**src/rtl/gray_stream_decoder.sv**
```systemverilog
// Gray-coded count stream receiver: decodes each accepted sample to binary,
// classifies the step against the previous value, tracks lock and counts errors.
module gray_stream_decoder #(
  parameter int unsigned DATA_WIDTH = 4,
  parameter int unsigned LOCK_STEPS = 4,
  parameter int unsigned ERR_W      = 8
) (
  input  logic                  clk,
  input  logic                  resetn,
  input  logic [DATA_WIDTH-1:0] in_gray,
  input  logic                  in_valid,
  input  logic                  err_clr,
  output logic [DATA_WIDTH-1:0] out_bin,
  output logic                  out_valid,
  output logic                  step_err,
  output logic                  locked,
  output logic [ERR_W-1:0]      err_cnt
);

  localparam int unsigned GW = $clog2(LOCK_STEPS + 1);
  localparam logic [ERR_W-1:0] ERR_MAX = '1;

  typedef enum logic [1:0] {
    S_IDLE    = 2'd0,
    S_ACQUIRE = 2'd1,
    S_LOCKED  = 2'd2
  } state_t;

  state_t                state, state_nxt;
  logic [GW-1:0]         good_cnt, good_cnt_nxt;
  logic [GW-1:0]         good_inc;
  logic [DATA_WIDTH-1:0] bin;
  logic [DATA_WIDTH-1:0] delta;
  logic                  is_good;
  logic                  is_err;

  logic [DATA_WIDTH-1:0] out_bin_nxt;
  logic                  out_valid_nxt;
  logic                  step_err_nxt;
  logic                  locked_nxt;
  logic [ERR_W-1:0]      err_cnt_nxt;

  // Gray-to-binary: each binary bit is the XOR of the Gray bits at and above it
  always_comb begin
    bin = '0;
    for (int i = 0; i < int'(DATA_WIDTH); i++) begin
      bin[i] = ^(in_gray >> i);
    end
  end

  // Step classification against the last accepted value (modular difference)
  always_comb begin
    delta    = bin - out_bin;
    is_good  = (delta == DATA_WIDTH'(1));
    is_err   = !is_good && (delta != '0);
    good_inc = good_cnt + GW'(1);
  end

  // State register and good-step counter
  always_ff @(posedge clk or negedge resetn) begin
    if (!resetn) begin
      state    <= S_IDLE;
      good_cnt <= '0;
    end else begin
      state    <= state_nxt;
      good_cnt <= good_cnt_nxt;
    end
  end

  // Next-state logic: only accepted samples move the FSM
  always_comb begin
    state_nxt    = state;
    good_cnt_nxt = good_cnt;
    if (in_valid) begin
      case (state)
        S_IDLE: begin
          state_nxt    = S_ACQUIRE;
          good_cnt_nxt = '0;
        end
        S_ACQUIRE: begin
          if (is_good) begin
            good_cnt_nxt = good_inc;
            if (good_inc == GW'(LOCK_STEPS)) state_nxt = S_LOCKED;
          end else if (is_err) begin
            good_cnt_nxt = '0;
          end
        end
        S_LOCKED: begin
          if (is_err) begin
            state_nxt    = S_ACQUIRE;
            good_cnt_nxt = '0;
          end
        end
        default: begin
          state_nxt    = S_IDLE;
          good_cnt_nxt = '0;
        end
      endcase
    end
  end

  // Output next values; the first sample after IDLE has no predecessor and never errors
  always_comb begin
    out_valid_nxt = in_valid;
    out_bin_nxt   = in_valid ? bin : out_bin;
    step_err_nxt  = in_valid && (state != S_IDLE) && is_err;
    locked_nxt    = (state_nxt == S_LOCKED);
    err_cnt_nxt   = err_cnt;
    if (err_clr) begin
      err_cnt_nxt = step_err_nxt ? ERR_W'(1) : '0;
    end else if (step_err_nxt && (err_cnt != ERR_MAX)) begin
      err_cnt_nxt = err_cnt + ERR_W'(1);
    end
  end

  // Registered outputs
  always_ff @(posedge clk or negedge resetn) begin
    if (!resetn) begin
      out_bin   <= '0;
      out_valid <= 1'b0;
      step_err  <= 1'b0;
      locked    <= 1'b0;
      err_cnt   <= '0;
    end else begin
      out_bin   <= out_bin_nxt;
      out_valid <= out_valid_nxt;
      step_err  <= step_err_nxt;
      locked    <= locked_nxt;
      err_cnt   <= err_cnt_nxt;
    end
  end

endmodule

```
**config.mk**
```make
export PLATFORM = sky130hd
export DESIGN_NAME = gray_stream_decoder
export DESIGN_NICKNAME = d
export VERILOG_FILES = /design/src/rtl/gray_stream_decoder.sv
export SDC_FILE = /design/constraint.sdc
export NUM_CORES = 1
export LEC_CHECK = 0
export BUFFER_PORTS_ARGS = -buffer_cell sky130_fd_sc_hd__buf_2
export CORE_MARGIN = 2
export CORE_UTILIZATION = 31
export CTS_BUF_LIST = sky130_fd_sc_hd__clkbuf_2 sky130_fd_sc_hd__clkbuf_4 sky130_fd_sc_hd__clkbuf_8
export CTS_CLUSTER_SIZE = 20
export DETAILED_ROUTE_END_ITERATION = 6
export GPL_TIMING_DRIVEN = 0
export PLACE_DENSITY_LB_ADDON = 0.15
export SLEW_MARGIN = 20
export SYNTH_ARGS = -nofsm -noshare
export SYNTH_HDL_FRONTEND = slang
export SYNTH_SLANG_ARGS = --single-unit
```
**constraint.sdc**
```tcl
create_clock -name clk -period 5.6 [get_ports clk]
set_clock_uncertainty 0.1 [all_clocks]
set_input_delay 0.28 -clock clk [delete_from_list [all_inputs] [get_ports clk]]
set_output_delay 0.28 -clock clk [all_outputs]
set_load 0.02 [all_outputs]
```
==> flow_summary.toml <==
[run_status]
status = "complete, no violations"

[setup_path]
critPathKind = "in -> reg"
cp_slowest_cell = "fa_1"
critPathMaxStageDelay_ps = 380
cp_top_family = "XOR/XNOR gates"
cp_max_fo = 10
cp_data_arrival_time_ps = 2960
crit_top_cell = "xnor2_1"
crit_chain = "buf_2 > xnor2_1 > xnor2_1 > xnor2_1 > ha_1 > fa_1 > xor2_1 > a21oi_1 > nor3_2 > buf_4 > nor2_1 > mux2_1"
start_kind = "input pin"
crit_path_end_kind = "register"
crit_required_ps = 5640
crit_buf_inv = 2

[grt]
antenna_found_initial = 0
grt_overflow = 0
grt_pass1_vias = 1115
grt_pass1_wl_um = 5310
grtUsageTotal_pct = 13.3
grt_max_degree = 21

[clock_tree]
cts_made_buffers = 3
cts_buffer_depth = 2
post_cts_resized = 0
hold_buffers = 1
h-tree-depth = 1
cts_tree = "done"
clk_pin_slew_worst_paths_ps = 80
clkSinkCount = 20
clk_latency_ps = 260
cts.root.buffer_cell = "clkbuf_8"
post-cts-setup-buffers = 0

[timing]
fin_crit_sh_pct = 52.1
layout_min_cycle_time_ps = 2920
setup_slack_ps = 2680
setup_viol = 0
fmax_ghz = 0.343
timing.setup.tns_ps = 0
rsz0062_at_grt = "no"
drv_slew = 0
timing.max_slew.rel_slack_pct = 67.5
hold_viol_final = 0
tightest_slew_ps = 487

[place]
pre_cts_ws_ps = 2410
dpl.hpwl_um = 2250
globalplace.congestion = 0.802
numPortBuffers = 22

[yosys]
async_reset_ff_share_pct = 100
synth.top_cell.area_share_pct = 37.0
synth_edf_count = 0
synthTopCellsByArea = "dfrtp_1 37%, ha_1 9.3%, nand2_1 3.9%"
synth_cells = 146
syn_area_um2 = 1350
syn-num-nets = 165
ys_ff_latch = 20
ys_warn_count = 0
yosysMostFrequentCell = "dfrtp_1"
yosysSeqAreaShare_pct = 37.0
yosys-top-cells-count = "20 x dfrtp_1, 14 x nand2_1, 10 x a21oi_1, 10 x ha_1, 10 x inv_1"
synthFlopType = "dfrtp_1"
yosysUniqueCellTypes = 45
postSynthAreaPerCell_um2 = 9.26
synth_area_leader_cell = "dfrtp_1"

[routing]
route.vias.total = 1148
drt_pre_antenna_iters = 4
met1_length_um = 1430
drt_iter0_drc = 69
route.detailed.drc = 0
wl_met3_um = 108
drt-total-wl_um = 3010
wl_met2_um = 1450
via_per_inst = 5.10
wire_per_inst_um = 13.4
ant_nets = 0
dr.max_layer_used = "met4"

[flow_run]
maxCapViolations = 0

[floorplanning]
rows = 24
design.core.area_um2 = 4260
fp.dieW_um = 70.0
die-area_um2 = 4900
die_h_um = 70.0
pin_count = 23
start_util_pct = 31.7

[power_and_ir_drop]
leakage_nw = 0.742
power_density_nw_per_um2 = 322
vdd_drop_max_v = 0.000131

[cells_and_area]
nets = 193
fill_cells = 425
drive_above_1_share_pct = 20.8
post-route-util_pct = 37.3
syn2layout_area_growth_pct = 17.8
diodes = 0

[worst_hold_path]
worstHoldPathType = "in -> reg"
-- kinds of logic (layout without fill, tap and decap cells) --
family	count (synthesis)	count (layout)	synth area share (%)
AOI/OAI and AO/OA	36	36	17.8
xor gates and xnor gates	7	7	4.54
adders and majority gates	11	11	10.7
buffers and inverters	13	40	3.89
DFF	20	20	37.0
muxes	5	5	4.07
and+or+nand+nor	54	54	21.9
-- worst reg2reg max path: cells and delay by family, from the launching register on --
family | cells | cell delay, ps
adders and majority gates | 2 | 620
buffers and inverters | 1 | 230
and+or+nand+nor | 2 | 350
muxes | 1 | 310
DFF | 1 | 400
AOI/OAI and AO/OA | 1 | 110
xor gates and xnor gates | 1 | 210
-- metal layers --
layer  track usage (%)  vias up
li1                  -      571
met1              17.7      553
met2              21.8       22
met3              2.45        2
met4              4.27        0
met5                 0        -
-- cell type report --
class / count / area [um^2] / share of cell area [%]
clock buffer: 4 / 55.1 / 3.46
timing repair buffer: 23 / 120 / 7.55
inverter: 10 / 37.5 / 2.36
tap: 52 / 65.1 / 4.09
buffer: 3 / 15.0 / 0.943
sequential: 20 / 500 / 31.4
multi-input combinational: 113 / 798 / 50.2
-- where the power goes --
group          internal, mW  switching, mW  total [mW]
Combinational        0.0849          0.127       0.212
Sequential            0.164         0.0216       0.186
Clock                0.0626         0.0517       0.114
-- sequential cells by signal, summed over array words and instances (netlist names) --
signal and cells:
err_cnt 8, out_bin 4, good_cnt 3, state 2, locked 1, out_valid 1
step_err 1
-- path summary, 6_finish.rpt --
check / startpoint / end / slack, ps / depth (start not counted)
min in group asynchronous: resetn / err_cnt[0] / 410 / 2
max: in_gray[3] / err_cnt[3] / 2680 / 12
max in group asynchronous: resetn / state[1] / 4660 / 2
max reg2reg: out_bin[0] / err_cnt[3] / 3160 / 8
min reg2reg: out_bin[0] / out_bin[0] / 470 / 2
min: in_valid / out_valid / 100 / 1
-- stage by stage --
step	power, mW	std cells	hold slack (ps)	instance area (um^2)
floorplan	0.341	146	-116	1350
global placement	0.393	220	174	1530
detailed placement	0.400	220	183	1530
CTS	0.518	225	94.3	1590
global route	0.552	225	88.6	1590
finish	0.512	225	98.8	1590
-- placed cells by master, fill, tap and decap left out, types with 2 or more instances in the layout --
cell type  instances
and3_1             3
inv_1             10
nor3b_1            2
or3_1              3
o21ai_0            5
a21boi_0           2
nand3_1            3
nand2b_1           4
nand2_1           14
xor2_1             2
nor2_1             9
ha_1              10
a21oi_1           10
clkbuf_8           4
mux2_1             2
a32o_1             3
buf_2             22
nor2b_1            4
nor3_1             3
dfrtp_1           20
nand4_1            2
mux2_2             2
o21ai_1            4
clkbuf_1           2
xnor2_1            5
(Power assumes the default switching activity.)
